## src/rtl/pc_seq_pkg.sv

```systemverilog
// Shared constants and next-PC select encoding for the fetch-stage PC sequencer.
package pc_seq_pkg;

    localparam int unsigned PC_WIDTH        = 32;
    localparam int unsigned PC_STEP         = 4;
    localparam logic [31:0] PC_RESET_VECTOR = 32'h0000_0000;

    typedef enum logic [2:0] {
        SEL_HOLD  = 3'd0,
        SEL_RET   = 3'd1,
        SEL_CALL  = 3'd2,
        SEL_BR    = 3'd3,
        SEL_SEQ   = 3'd4,
        SEL_RESET = 3'd5
    } pc_sel_e;

    // Priority: reset > stall > ret > call > branch > sequential.
    function automatic pc_sel_e pick_sel(input logic reset, input logic stall,
                                         input logic ret, input logic call,
                                         input logic br_taken);
        pc_sel_e sel;
        sel = SEL_SEQ;
        if (reset)         sel = SEL_RESET;
        else if (stall)    sel = SEL_HOLD;
        else if (ret)      sel = SEL_RET;
        else if (call)     sel = SEL_CALL;
        else if (br_taken) sel = SEL_BR;
        return sel;
    endfunction

endpackage

```

## src/rtl/pc_sequencer_link_stack.sv

```systemverilog
// Circular LIFO of return addresses; a push when full overwrites the oldest entry.
module link_stack
    import pc_seq_pkg::*;
#(
    parameter int unsigned WIDTH = PC_WIDTH,
    parameter int unsigned DEPTH = 4
) (
    input  logic             clk,
    input  logic             reset,
    input  logic             push,
    input  logic             pop,
    input  logic [WIDTH-1:0] push_data,
    output logic [WIDTH-1:0] top,
    output logic             empty,
    output logic             full,
    output logic             ovf_pulse,
    output logic             udf_pulse
);

    localparam int unsigned PTR_W = $clog2(DEPTH);
    localparam int unsigned CNT_W = $clog2(DEPTH + 1);

    logic [WIDTH-1:0] mem_q [DEPTH];
    logic [PTR_W-1:0] ptr_q, ptr_d, top_ptr;
    logic [CNT_W-1:0] cnt_q, cnt_d;
    logic             do_push, do_pop;

    // DEPTH is a power of two, so pointer arithmetic wraps for free.
    assign top_ptr   = ptr_q - 1'b1;
    assign top       = mem_q[top_ptr];
    assign empty     = (cnt_q == '0);
    assign full      = (cnt_q == CNT_W'(DEPTH));
    assign do_pop    = pop && !empty;
    assign do_push   = push && !pop;
    assign ovf_pulse = do_push && full;
    assign udf_pulse = pop && empty;

    always_comb begin
        ptr_d = ptr_q;
        cnt_d = cnt_q;
        if (do_pop) begin
            ptr_d = top_ptr;
            cnt_d = cnt_q - 1'b1;
        end else if (do_push) begin
            ptr_d = ptr_q + 1'b1;
            if (!full) cnt_d = cnt_q + 1'b1;
        end
    end

    always_ff @(posedge clk) begin
        if (reset) begin
            ptr_q <= '0;
            cnt_q <= '0;
        end else begin
            ptr_q <= ptr_d;
            cnt_q <= cnt_d;
        end
    end

    // Entry storage carries no reset; validity is tracked by cnt_q alone.
    always_ff @(posedge clk) begin
        if (do_push && !reset) mem_q[ptr_q] <= push_data;
    end

endmodule

```

## src/rtl/pc_sequencer.sv

```systemverilog
// Fetch-stage program counter with stall, branch redirect and call/return via link stack.
module pc_sequencer
    import pc_seq_pkg::*;
#(
    parameter int unsigned     WIDTH        = PC_WIDTH,
    parameter int unsigned     STEP         = PC_STEP,
    parameter logic [WIDTH-1:0] RESET_VECTOR = WIDTH'(PC_RESET_VECTOR),
    parameter int unsigned     DEPTH        = 4
) (
    input  logic             clk,
    input  logic             reset,
    input  logic             stall,
    input  logic             br_taken,
    input  logic [WIDTH-1:0] br_target,
    input  logic             call,
    input  logic             ret,
    output logic [WIDTH-1:0] pc_out,
    output logic [WIDTH-1:0] pc_plus,
    output logic             stack_empty,
    output logic             stack_full,
    output logic             overflow_err,
    output logic             underflow_err
);

    pc_sel_e          sel;
    logic [WIDTH-1:0] pc_q, pc_d;
    logic [WIDTH-1:0] stk_top;
    logic             stk_empty, stk_full, ovf_pulse, udf_pulse;
    logic             ovf_q, ovf_d, udf_q, udf_d;

    assign sel     = pick_sel(reset, stall, ret, call, br_taken);
    assign pc_plus = pc_q + WIDTH'(STEP);

    link_stack #(
        .WIDTH (WIDTH),
        .DEPTH (DEPTH)
    ) u_link_stack (
        .clk       (clk),
        .reset     (reset),
        .push      (sel == SEL_CALL),
        .pop       (sel == SEL_RET),
        .push_data (pc_plus),
        .top       (stk_top),
        .empty     (stk_empty),
        .full      (stk_full),
        .ovf_pulse (ovf_pulse),
        .udf_pulse (udf_pulse)
    );

    always_comb begin
        pc_d = pc_plus;
        unique case (sel)
            SEL_RESET: pc_d = RESET_VECTOR;
            SEL_HOLD:  pc_d = pc_q;
            // A ret on an empty stack falls through to sequential fetch.
            SEL_RET:   pc_d = stk_empty ? pc_plus : stk_top;
            SEL_CALL:  pc_d = br_target;
            SEL_BR:    pc_d = br_target;
            default:   pc_d = pc_plus;
        endcase
    end

    assign ovf_d = ovf_q | ovf_pulse;
    assign udf_d = udf_q | udf_pulse;

    always_ff @(posedge clk) begin
        if (reset) begin
            pc_q  <= RESET_VECTOR;
            ovf_q <= 1'b0;
            udf_q <= 1'b0;
        end else begin
            pc_q  <= pc_d;
            ovf_q <= ovf_d;
            udf_q <= udf_d;
        end
    end

    assign pc_out        = pc_q;
    assign stack_empty   = stk_empty;
    assign stack_full    = stk_full;
    assign overflow_err  = ovf_q;
    assign underflow_err = udf_q;

endmodule

```

## config.mk

```make
export PLATFORM = sky130hd
export DESIGN_NAME = pc_sequencer
export DESIGN_NICKNAME = d
export VERILOG_FILES = /design/src/rtl/pc_seq_pkg.sv /design/src/rtl/pc_sequencer_link_stack.sv /design/src/rtl/pc_sequencer.sv
export SDC_FILE = /design/constraint.sdc
export NUM_CORES = 1
export LEC_CHECK = 0
export ABC_CLOCK_PERIOD_IN_PS = 2600
export CORE_MARGIN = 3
export CORE_UTILIZATION = 49
export CTS_CLUSTER_SIZE = 25
export DETAILED_ROUTE_END_ITERATION = 8
export GPL_TIMING_DRIVEN = 1
export MAX_ROUTING_LAYER = met4
export PLACE_DENSITY = 0.73
export SYNTH_ARGS = -nofsm -noshare
export SYNTH_HDL_FRONTEND = slang
export SYNTH_SLANG_ARGS = --single-unit
```

## constraint.sdc

```tcl
create_clock -name clk -period 2.6 [get_ports clk]
set_input_delay 0.52 -clock clk [delete_from_list [all_inputs] [get_ports clk]]
set_output_delay 0.52 -clock clk [all_outputs]
set_load 0.005 [all_outputs]
```

== After elaboration in Yosys (flattened, before gate mapping) ==
Memory sizes are Yosys's and may differ from the RTL's.
Index checks and enable logic that the tools add are counted.
Storage, ports and cells
  memories kept: 1
  memory bits (writable): 128
  register bits after elaboration: 39
  bits of input ports: 38
Memories
  u_link_stack.mem_q: words 4, width 32, rd ports 1, clocked after Yosys merged registers in 0, wr ports 1, line pc_sequencer_link_stack.sv:23  | logic [WIDTH-1:0] mem_q [DEPTH];
Cells by class
  bitwise gates (word level): 2
  $add $sub $neg: 5
  reduce and logical (&&, ||, !) cells: 13
  mux-type cells: 14
  equality and inequality tests: 6
Operator list (count)
  one-hot mux 32 bit (4 select lines): 1
  adder 32 x 3 -> 32 bit (second input constant): 1
  2-to-1 mux 32 bit: 1
  2-to-1 mux 3 bit: 8
  == test 3 x 2 -> 1 bit (second input constant): 2
  == test 3 bit (second input constant): 2
  zero test 3 bit: 2
  logical AND 1 bit: 5
  2-to-1 mux 2 bit: 2
  adder 3 x 1 -> 3 bit (second input constant): 1
  == test 3 x 1 -> 1 bit (second input constant): 1
  zero test 1 bit: 3
  subtractor 3 x 1 -> 3 bit (second input constant): 1
  adder 2 x 1 -> 2 bit (second input constant): 1
  2-to-1 mux 1 bit: 2
  != test 2 bit (second input constant): 1
  bitwise OR 1 bit: 2
  AND reduction 2 bit: 1
  nonzero test 2 bit: 1
  OR reduction 2 bit: 1
  subtractor 2 x 1 -> 2 bit (second input constant): 1

== Logic depth before layout (Yosys ltp) ==
Gate-level depths: netlist of the first run.
  word-level depth: 11
  mapped depth: 12
  gate-level depth less buffers: 8

== Hierarchy ==
Synthesis of the first run repeated with hierarchy kept, for this count alone.
Second synthesis, totals
  cell total of the unflattened synthesis: 504
  area total of the unflattened synthesis: 7415.9 µm²
Modules (own cells, without submodules)
  link_stack: area each 5056.1 µm², cells an instance 218, times used 1
  pc_sequencer: area each 2359.8 µm², cells an instance 286, times used 1

== Least setup slack after synthesis of the first run ==
OpenSTA, ideal clock, no wires.
  path kind: register -> register
  start: reg u_link_stack.ptr_q[0]
  end: reg pc_q[22], in the netlist pc_out[22]
  path buffers: 5
  cell stages (with the launch flop): 12
  clock period less this slack: 2755 ps
  arrival time: 2623 ps
  required time: 2468 ps
  slack: -155 ps
  cell sequence: dfxtp_1 > buf_2 > buf_6 > buf_6 > inv_1 > ha_1 > buf_2 > buf_1 > mux4_2 > a221oi_1 > a21oi_1 > a2bb2oi_1
Between the ends
  longest elaborated chain between the ends: 4
RTL lines
  start: declaration: line pc_sequencer_link_stack.sv:24  | logic [PTR_W-1:0] ptr_q, ptr_d, top_ptr;
  start signal: assignment: line pc_sequencer_link_stack.sv:55  | ptr_q <= ptr_d;
  subtractor 2 x 1 -> 2 bit: line pc_sequencer_link_stack.sv:29  | assign top_ptr = ptr_q - 1'b1;
  memory read (4 x 32 bit)
  2-to-1 mux 32 bit: line pc_sequencer.sv:56  | SEL_RET: pc_d = stk_empty ? pc_plus : stk_top;
  one-hot mux 32 bit (4 select lines): line pc_sequencer.sv:52  | unique case (sel)
  end signal: assignment: line pc_sequencer.sv:72  | pc_q <= pc_d;
  end: declaration: line pc_sequencer.sv:26  | logic [WIDTH-1:0] pc_q, pc_d;
Every way passes these cells.
A chain may end at the register's enable or synchronous reset.

== Final worst setup path of the first run ==
  start: reg pc_q[2], in the netlist pc_out[2]
  end: out pc_plus[17]
Between the ends
  longest elaborated chain between the ends: 1
RTL lines
  adder 32 x 3 -> 32 bit: line pc_sequencer.sv:32  | assign pc_plus = pc_q + WIDTH'(STEP);
  end: declaration: line pc_sequencer.sv:18  | output logic [WIDTH-1:0] pc_plus,
Every way passes these cells.

==> results of run 1 <==
==> registers in the layout, summed over array words and instances (netlist names) <==
name / flops
u_link_stack.mem_q: 128
pc_out: 32
u_link_stack.cnt_q: 3
u_link_stack.ptr_q: 2
overflow_err: 1
underflow_err: 1
==> timing repair <==
action                     in CTS  in global routing
setup endpoints to repair      26                 24
pin swaps                      24                 30
buffers inserted               37                 30
gates resized for setup       122                 59
==> worst min-delay path: stages, from the launching register on <==
cell and delay [ps]:
dfxtp_1 340, a21oi_1 40, nor2_1 70
==> layout by cell type (no fill, tap or decap), types with 6 or more instances in the layout <==
| master | instances |
|---|---|
| edfxtp_1 | 128 |
| xnor2_4 | 6 |
| o21ai_0 | 15 |
| buf_4 | 136 |
| dfxtp_2 | 16 |
| inv_1 | 24 |
| o21ai_1 | 8 |
| xnor2_2 | 16 |
| nand3_1 | 7 |
| dfxtp_1 | 22 |
| a221oi_1 | 17 |
| nand2_1 | 16 |
| nand4_1 | 11 |
| a21oi_1 | 31 |
| clkbuf_16 | 17 |
| and2_1 | 6 |
| buf_6 | 18 |
| buf_2 | 10 |
| mux4_2 | 32 |
| clkdlybuf4s50_1 | 80 |
| a221o_1 | 9 |
| a2bb2oi_1 | 14 |
| nor2_1 | 14 |
| clkbuf_2 | 9 |
| buf_12 | 10 |
==> report_power, final <==
part / switching (µW) / internal (µW)
registers: 50.6 / 2950
logic: 422 / 470
clock network: 1080 / 1610
==> logic make-up after synthesis <==
family                   share of synthesized area
AO/OA/AOI/OAI                                0.110
AND/OR/NAND/NOR                             0.0850
adder cells (fa/ha/maj)                     0.0101
multiplexers                                 0.100
buffers and inverters                       0.0356
flip-flops                                   0.623
XOR/XNOR                                    0.0366
==> worst max path at each step <==
stage                     depth (start not counted)                                  to                    from
after global placement                            8  u_link_stack.cnt_q[2]$_SDFFE_PP0P_                   stall
final                                             9                         pc_plus[17]  pc_out[2]$_SDFFE_PP0P_
after floorplan                                  12  u_link_stack.cnt_q[2]$_SDFFE_PP0P_                   stall
after CTS                                         7                         pc_plus[18]  pc_out[2]$_SDFFE_PP0P_
after detailed placement                          8  u_link_stack.cnt_q[2]$_SDFFE_PP0P_                   stall
after global routing                              9                         pc_plus[17]  pc_out[2]$_SDFFE_PP0P_
==> cell usage after synthesis, drive strengths merged, types with 6 or more instances <==
cell type / n
nand2: 19
a21oi: 31
clkbuf: 9
nor2: 20
edfxtp: 128
and2: 8
o21ai: 23
inv: 24
nand3: 11
nand4: 12
a221o: 9
dfxtp: 39
nor3: 7
ha: 6
xnor2: 27
buf: 20
mux4: 32
a2bb2oi: 15
a221oi: 20
==> metrics by stage <==
step           setup TNS (ps)  hold slack (ps)
6_report                 -494              484
5_1_grt                 -1250              510
4_1_cts                  -718              484
3_5_place_dp            -2160              471
3_3_place_gp             -717              451
2_1_floorplan               0              460
==> metal layers <==
layer  part of all wire  up-vias  global-route usage
li1                   -     2532                   -
met4              0.042        0               0.118
met5                  0        -                   -
met3              0.085      111              0.0540
met1               0.38     3017               0.354
met2               0.50      427               0.437
==> cell type report <==
| cell class | count | area (µm²) |
|---|---|---|
| repair buffers | 267 | 2360 |
| clock inverters | 15 | 200 |
| inverters | 24 | 90.1 |
| well taps | 184 | 230 |
| multi-input cells | 287 | 2960 |
| fillers | 818 | 3780 |
| clock buffers | 17 | 425 |
| flip-flops and latches | 167 | 4650 |
==> flow_summary.json, run 1 <==
{
  "syn_nets": 551,
  "tightest_slew_ps": 548,
  "hold_viol": 0,
  "wl_mm": 23.9,
  "synth_area_leaders": "edfxtp_1 52%, dfxtp_1 11%, mux4_2 9.7%",
  "path_delay_family": "buffers and inverters",
  "cts.sinks": 167,
  "r2r_end": "pc_out[21]$_SDFFE_PP0P_",
  "drt-initial-drc-count": 827,
  "grt_pass1_wl_mm": 33.7,
  "row_count": 44,
  "drc_errors": 0,
  "cts_made_buffers": 17,
  "wl_per_cell_um": 24.8,
  "required_ps": 2080,
  "period_minus_slack_ps": 2720,
  "drive_gt1_frac": 0.425,
  "die_width_um": 129,
  "max-cap-violations": 0,
  "synthesis.area_um2": 7420,
  "dp_slack_ps": -278,
  "synth_flop_cell": "edfxtp_1",
  "place_inst": 864,
  "min_from": "overflow_err$_SDFF_PP0_",
  "port_buffers": 105,
  "power_leakage_uw": 0.00418,
  "synth-seq-cells": 167,
  "stdcell_area_um2": 10900,
  "vias_per_cell": 6.33,
  "cts_tree": "built",
  "dpl_cell_area_um2": 9380,
  "grt_pass1_vias": 6071,
  "worstHoldPathType": "reg2reg",
  "critPathKind": "reg2out",
  "hold_path_depth": 2,
  "place.gp.congestion": 0.970,
  "setup_viol": 9,
  "rr_worst_depth": 7,
  "place_hpwl_mm": 13.6,
  "crit_arrival_ps": 2200,
  "syn_inst": 507,
  "fin_nets": 808,
  "p_total_uw": 6580,
  "grt_use_total": 0.277,
  "die_y_um": 129,
  "slew_headroom": 0.632,
  "antenna_left": 0,
  "antenna_found_initial": 0,
  "cts-root-buf": "clkbuf_16",
  "finalMaxSlewViolations": 0,
  "cts_hold_buf": 0,
  "endpoint_kind": "output port",
  "vias": 6087,
  "clkTransAtPathRegs_ps": 60,
  "crit_path_max_incr_delay_ps": 380,
  "synth_edf_count": 128,
  "failed_checks": "setup timing",
  "yosysTopAreaCellShare": 0.518,
  "cp-start-kind": "flop",
  "grt_setup_unrepaired": "yes",
  "first_pass_iters": 6,
  "cp_num_buf_inv": 5,
  "fmax_mhz": 368,
  "rrSetupSlack_ps": 180,
  "ctsLongestPathBuffers": 2,
  "core_area_um2": 14700,
  "grt_max_degree": 35,
  "finClkSkew_ps": 7.47,
  "setup_ws_ps": -117,
  "clk_latency_ps": 430,
  "diodes": 0,
  "start_util": 0.505,
  "synth.avg_cell_area_um2": 14.6,
  "die-area_um2": 16700,
  "cts_htree_levels": 4,
  "fin_util": 0.743,
  "stdcell_count": 961,
  "r2r_start": "u_link_stack.ptr_q[1]$_SDFFE_PP0P_",
  "hold_end": "overflow_err$_SDFF_PP0_",
  "overflow": 0,
  "yosysSeqAreaShare": 0.623,
  "cpMostUsedCell": "buf_6",
  "ir_worst_vdd_mv": 0.510,
  "post-route-period-util": 1.05,
  "yosysWarnings": 0,
  "syn_to_final_growth_pct": 47.1,
  "crit_path_max_fanout": 4,
  "synth.largest_area_cell": "edfxtp_1",
  "async_reset_ff_frac": 0,
  "crit_chain": "buf_6, nand4_1, buf_4, nor4_4, buf_6, buf_6, nand3_4, xnor2_2, buf_2",
  "status": "finished, violations left",
  "ios": 106,
  "powerDensity_nw_per_um2": 603,
  "worst_path_max_delay_cell": "dfxtp_4",
  "ys_types": 54
}
No activity file was read; power rests on OpenSTA's default activity.
==> inputs of run 2 (changes only) <==
--- a/config.mk
+++ b/config.mk
@@ -6,8 +6,8 @@
 export NUM_CORES = 1
 export LEC_CHECK = 0
 export ABC_CLOCK_PERIOD_IN_PS = 2600
-export CORE_MARGIN = 3
 export CORE_UTILIZATION = 49
+export CTS_CLUSTER_DIAMETER = 30
 export CTS_CLUSTER_SIZE = 25
 export DETAILED_ROUTE_END_ITERATION = 8
 export GPL_TIMING_DRIVEN = 1
==> run 2 against run 1 <==
Compared with the run above:
- via count shrank 2.2%
- wire length shrank 5.1%
- global-route usage grew 1.4 points
- combinational power shrank 4.0%
- utilization shrank 1.5 points
- the run ends with DRC, setup timing left
- flip-flop and latch count is the same
- die area shrank 6.1%
- final area shrank 2.4%
- setup slack lost 74 ps
- sequential share of layout area grew 0.98 points
- final cell count shrank 2.7%
==> flow_summary.json, run 2 (same netlist as run 1, synthesis figures left out) <==
{
  "cts-root-buf": "clkbuf_16",
  "period_minus_slack_ps": 2790,
  "fin_nets": 782,
  "die_y_um": 125,
  "grtUsageMet2": 0.479,
  "regMostFlops": "u_link_stack.mem_q",
  "clk_latency_ps": 430,
  "rr_worst_depth": 8,
  "grt_use_total": 0.291,
  "grt_setup_unrepaired": "yes",
  "core_area_um2": 14600,
  "die_width_um": 125,
  "p_total_uw": 6270,
  "final_common_cell": "edfxtp_1",
  "post-route-period-util": 1.07,
  "vias_per_cell": 6.37,
  "crit_path_max_incr_delay_ps": 370,
  "r2r_end": "u_link_stack.cnt_q[2]$_SDFFE_PP0P_",
  "worstHoldPathType": "reg2reg",
  "fmax_mhz": 358,
  "start_util": 0.507,
  "intPower_uw": 4760,
  "wl_per_cell_um": 24.2,
  "worst_path_max_delay_cell": "dfxtp_4",
  "critPathKind": "reg2out",
  "most-common-layout-cells": "128 x edfxtp_1, 114 x buf_4, 79 x clkdlybuf4s50_1, 32 x mux4_2, 31 x a21oi_1",
  "hold_viol": 0,
  "path_delay_family": "buffers and inverters",
  "endpoint_kind": "output port",
  "grt_util_met1": 0.347,
  "cts_tree": "built",
  "multiInputGateArea_um2": 2930,
  "pwr-share-seq": 0.478,
  "combPwrFrac": 0.137,
  "pwr-share-clk": 0.385,
  "first_pass_iters": 8,
  "finalMaxSlewViolations": 0,
  "place_hpwl_mm": 13.6,
  "crit_arrival_ps": 2270,
  "cp_num_buf_inv": 4,
  "fillers": 877,
  "grt_pass1_vias": 5920,
  "drc_errors": 8,
  "min_from": "underflow_err$_SDFF_PP0_",
  "clkTransAtPathRegs_ps": 60,
  "whs_ps": 472,
  "place.gp.congestion": 0.932,
  "cts.sinks": 167,
  "tightest_slew_ps": 519,
  "powerDensity_nw_per_um2": 589,
  "crit_path_max_fanout": 4,
  "syn_to_final_growth_pct": 43.5,
  "overflow": 0,
  "largest_reg_flops": 128,
  "critical_path_depth": 9,
  "failed_checks": "DRC, setup timing",
  "setup_viol": 11,
  "rrSetupSlack_ps": 340,
  "timing.critical_path.to": "pc_plus[22]",
  "die-area_um2": 15600,
  "finClkSkew_ps": 16.0,
  "crit_chain": "ha_4, nand4_1, buf_4, nor3_2, buf_4, buf_6, nand4_1, xnor2_2, buf_2",
  "vias": 5953,
  "antenna_left": 0,
  "stdcell_count": 935,
  "ios": 106,
  "met3_usage": 0.0543,
  "place_inst": 854,
  "power_leakage_uw": 0.00401,
  "status": "finished, violations left",
  "ir_worst_vdd_mv": 0.450,
  "required_ps": 2080,
  "p_switching_uw": 1510,
  "drt-initial-drc-count": 843,
  "setup_ws_ps": -191,
  "max-cap-violations": 0,
  "regArea_um2": 4640,
  "busiest_layer": "met2",
  "cts_made_buffers": 17,
  "cp-start-kind": "flop",
  "wl_mm": 22.6,
  "row_count": 44,
  "cts_htree_levels": 4,
  "fin_util": 0.727,
  "port_buffers": 105,
  "grt_pass1_wl_mm": 32.9,
  "slew_headroom": 0.654,
  "worstSetupStartpoint": "pc_out[3]$_SDFFE_PP0P_",
  "r2r_start": "u_link_stack.cnt_q[0]$_SDFFE_PP0P_",
  "diodes": 0,
  "grt_max_degree": 38,
  "switching_share": 0.241,
  "antenna_found_initial": 0,
  "ctsLongestPathBuffers": 2,
  "dp_slack_ps": -219,
  "drive_gt1_frac": 0.389
}
==> run 2: cell type report <==
| type | count | share of cell area |
|---|---|---|
| clock inverter | 12 | 0.0113 |
| inverter | 24 | 0.00846 |
| multi-input combinational | 287 | 0.275 |
| clock buffer | 20 | 0.0419 |
| timing repair buffer | 241 | 0.206 |
| sequential | 167 | 0.436 |
| tap | 184 | 0.0216 |
==> run 2: worst register-to-register path, delay by kind of cell, from the launching register on <==
family | cells | cell delay, ps
compound gates | 1 | 150
xor+xnor | 1 | 130
fa+ha+maj | 1 | 200
flops | 1 | 380
mux | 1 | 280
simple gates | 4 | 1030
==> run 2: timing repair <==
action                     CTS  global route
hold buffers                 0             0
setup endpoints to repair   27            23
gates resized for setup    119            47
pin swaps                   28            31
buffers inserted            27            23
==> run 2: metal layers <==
layer  vias to the layer above  share of wire
met1                      2991           0.37
met2                       390           0.51
li1                       2481              -
met3                        91          0.079
met5                         -              0
met4                         0          0.037
==> run 2: worst min-delay path by stage <==
stage,to,cells after the start
floorplan,overflow_err$_SDFF_PP0_,2
global placement,overflow_err$_SDFF_PP0_,2
detailed placement,underflow_err$_SDFF_PP0_,2
CTS,underflow_err$_SDFF_PP0_,2
global route,underflow_err$_SDFF_PP0_,2
finish,underflow_err$_SDFF_PP0_,2
==> run 2: per-stage QoR <==
step	instance area (µm²)	TNS, ps
floorplan	7420	0
global placement	9320	-606
detailed placement	9320	-1340
CTS	10300	-1350
global route	10700	-2000
finish	10700	-877
==> run 2: power groups by stage <==
stage | registers [µW] | logic (µW) | clock network (µW)
3_3_place_gp | 3040 | 745 | 0
4_1_cts | 2990 | 798 | 2430
6_report | 3000 | 857 | 2410
5_1_grt | 3000 | 902 | 2530
2_1_floorplan | 3060 | 312 | 0
3_5_place_dp | 3050 | 768 | 0
==> inputs of run 3 (changes only) <==
--- a/config.mk
+++ b/config.mk
@@ -6,6 +6,7 @@
 export NUM_CORES = 1
 export LEC_CHECK = 0
 export ABC_CLOCK_PERIOD_IN_PS = 2600
+export CAP_MARGIN = 5
 export CORE_UTILIZATION = 49
 export CTS_CLUSTER_DIAMETER = 30
 export CTS_CLUSTER_SIZE = 25
@@ -13,6 +14,7 @@
 export GPL_TIMING_DRIVEN = 1
 export MAX_ROUTING_LAYER = met4
 export PLACE_DENSITY = 0.73
+export SLEW_MARGIN = 20
 export SYNTH_ARGS = -nofsm -noshare
 export SYNTH_HDL_FRONTEND = slang
 export SYNTH_SLANG_ARGS = --single-unit
==> constraint.sdc (replaced) <==
create_clock -name clk -period 2.6 [get_ports clk]
set_input_delay 0.52 -clock clk [delete_from_list [all_inputs] [get_ports clk]]
set_output_delay 0.52 -clock clk [all_outputs]
set_load 0.1 [all_outputs]
==> run 3 against run 2 <==
Compared with the run above:
- the run still ends with DRC, setup timing left
- maximum frequency up 2.6%
- final area up 3.1%
- final cell count down 3.1%
- total power up 15%
- global-route usage down 0.86 points
- non-clock buffer count down 29
- wire length down 8.2%
- sequential share of layout area down 0.57 points
- clock power up 12%
- clock skew down 5.8 ps
- register-to-register slack worse by 70 ps
- clock-buffer cell count down 2
- largest cell class unchanged
- largest power group unchanged
==> flow_summary.json, run 3 (same netlist as run 1, synthesis figures left out) <==
{
  "period_minus_slack_ps": 2720,
  "finalMaxSlewViolations": 0,
  "largest_reg_flops": 128,
  "antenna_found_initial": 0,
  "clkTransAtPathRegs_ps": 70,
  "switching_share": 0.295,
  "p_total_uw": 7220,
  "post-route-period-util": 1.05,
  "crit_arrival_ps": 2200,
  "pwr-share-clk": 0.372,
  "grt_max_degree": 38,
  "cts_htree_levels": 4,
  "combPwrFrac": 0.210,
  "setup_ws_ps": -119,
  "vias_per_cell": 6.14,
  "pwr-share-seq": 0.418,
  "finClkSkew_ps": 10.2,
  "core_area_um2": 14600,
  "drive_gt1_frac": 0.471,
  "status": "finished, violations left",
  "antenna_left": 0,
  "fin_nets": 753,
  "grt_pass1_vias": 5575,
  "stdcell_area_um2": 11000,
  "cts_made_buffers": 17,
  "ctsLongestPathBuffers": 2,
  "diodes": 0,
  "place_hpwl_mm": 12.9,
  "first_pass_iters": 7,
  "vias": 5566,
  "syn_to_final_growth_pct": 48.0,
  "dpl_cell_area_um2": 9670,
  "endpoint_kind": "output port",
  "fillers": 881,
  "critPathKind": "reg2out",
  "p_switching_uw": 2130,
  "wl_mm": 20.8,
  "intPower_uw": 5090,
  "most-common-layout-cells": "131 x buf_4, 128 x edfxtp_1, 37 x clkdlybuf4s50_1, 33 x buf_12, 32 x mux4_2",
  "die_width_um": 125,
  "die_y_um": 125,
  "ios": 106,
  "wl_per_cell_um": 22.9,
  "place.gp.congestion": 0.797,
  "rr_worst_depth": 7,
  "hold_path_depth": 2,
  "powerDensity_nw_per_um2": 658,
  "max-cap-violations": 0,
  "required_ps": 2080,
  "fmax_mhz": 368,
  "cts-root-buf": "clkbuf_16",
  "port_buffers": 105,
  "whs_ps": 499,
  "failed_checks": "DRC, setup timing",
  "start_util": 0.507,
  "setup_viol": 9,
  "grt_use_total": 0.283,
  "row_count": 44,
  "slew_headroom": 0.647,
  "final_common_cell": "buf_4",
  "grt_setup_unrepaired": "yes",
  "tightest_slew_ps": 529,
  "ir_worst_vdd_mv": 0.461,
  "power_leakage_uw": 0.00409,
  "grt_pass1_wl_mm": 31.5,
  "overflow": 0,
  "worstHoldPathType": "reg2reg",
  "cts.sinks": 167,
  "hold_viol": 0,
  "regMostFlops": "u_link_stack.mem_q",
  "clk_latency_ps": 430,
  "cp-start-kind": "flop",
  "die-area_um2": 15600,
  "crit_path_max_fanout": 5,
  "cts_hold_buf": 0,
  "drt-initial-drc-count": 444,
  "cts_tree": "built",
  "drc_errors": 14
}
## run 3: changes by cell type in the layout (fill, tap and decap cells not counted), moves of 5 or more
cell and delta:
clkdlybuf4s50_1 -42, buf_12 +22, dfxtp_1 -22, dfxtp_4 +21, buf_4 +17, xnor2_4 +14, buf_2 -13, xnor2_2 -10
dlygate4sd2_1 -6, nor2_4 -5
## run 3: per-stage QoR
| step | utilization | setup WS, ps | instances | setup TNS [ps] |
|---|---|---|---|---|
| finish | 0.750 | -119 | 906 | -617 |
| global route | 0.750 | -215 | 906 | -1880 |
| CTS | 0.731 | -120 | 874 | -811 |
| detailed placement | 0.660 | -128 | 803 | -1200 |
| global placement | 0.660 | -49.5 | 803 | -126 |
| floorplan | - | -397 | 507 | -1370 |
## run 3: routing by layer
metal  GRT usage  vias to the layer above  wire length [µm]
met3      0.0638                       34              1730
met4      0.0990                        0               363
li1            -                     2423                 -
met1       0.360                     2804              8390
met5           -                        -                 0
met2       0.449                      305             10300
## run 3: area by class of cell
type,instances,area (µm²),area share
Clock inverter,14,199,0.0181
Multi-Input combinational cell,287,3170,0.289
Timing Repair Buffer,212,2140,0.195
Clock buffer,18,429,0.0391
Inverter,24,90.1,0.00821
Sequential cell,167,4720,0.430
Tap cell,184,230,0.0210
## run 3: path summary, 6_finish.rpt
kind              slack (ps)                                from                        to
setup / recovery        -120              pc_out[2]$_SDFFE_PP0P_               pc_plus[22]
hold / removal           500            underflow_err$_SDFF_PP0_  underflow_err$_SDFF_PP0_
setup reg to reg         270  u_link_stack.ptr_q[1]$_SDFFE_PP0P_   pc_out[21]$_SDFFE_PP0P_
hold reg to reg          500            underflow_err$_SDFF_PP0_  underflow_err$_SDFF_PP0_
## run 3: repair_timing
item                       in CTS  in global routing
setup endpoints to repair      21                 24
resized for setup              28                 10
setup buffers                  39                 33
gates cloned                    0                  0
pin swaps                      27                 30
## run 3: power groups by stage
| stage | logic (µW) | clock network (µW) | registers, µW |
|---|---|---|---|
| after floorplan | 676 | 0 | 3370 |
| after global placement | 1350 | 0 | 3100 |
| after detailed placement | 1370 | 0 | 3110 |
| after CTS | 1450 | 2710 | 3030 |
| after global routing | 1560 | 2810 | 3020 |
| final | 1520 | 2690 | 3020 |
## run 3: worst max-delay path, stage by stage (launching register included)
cell and delay [ps]:
dfxtp_4 380, ha_4 130, nand4_1 110, buf_4 170, nor3_4 220, nand4_1 130, buf_6 150, xnor2_4 250
buf_12 210
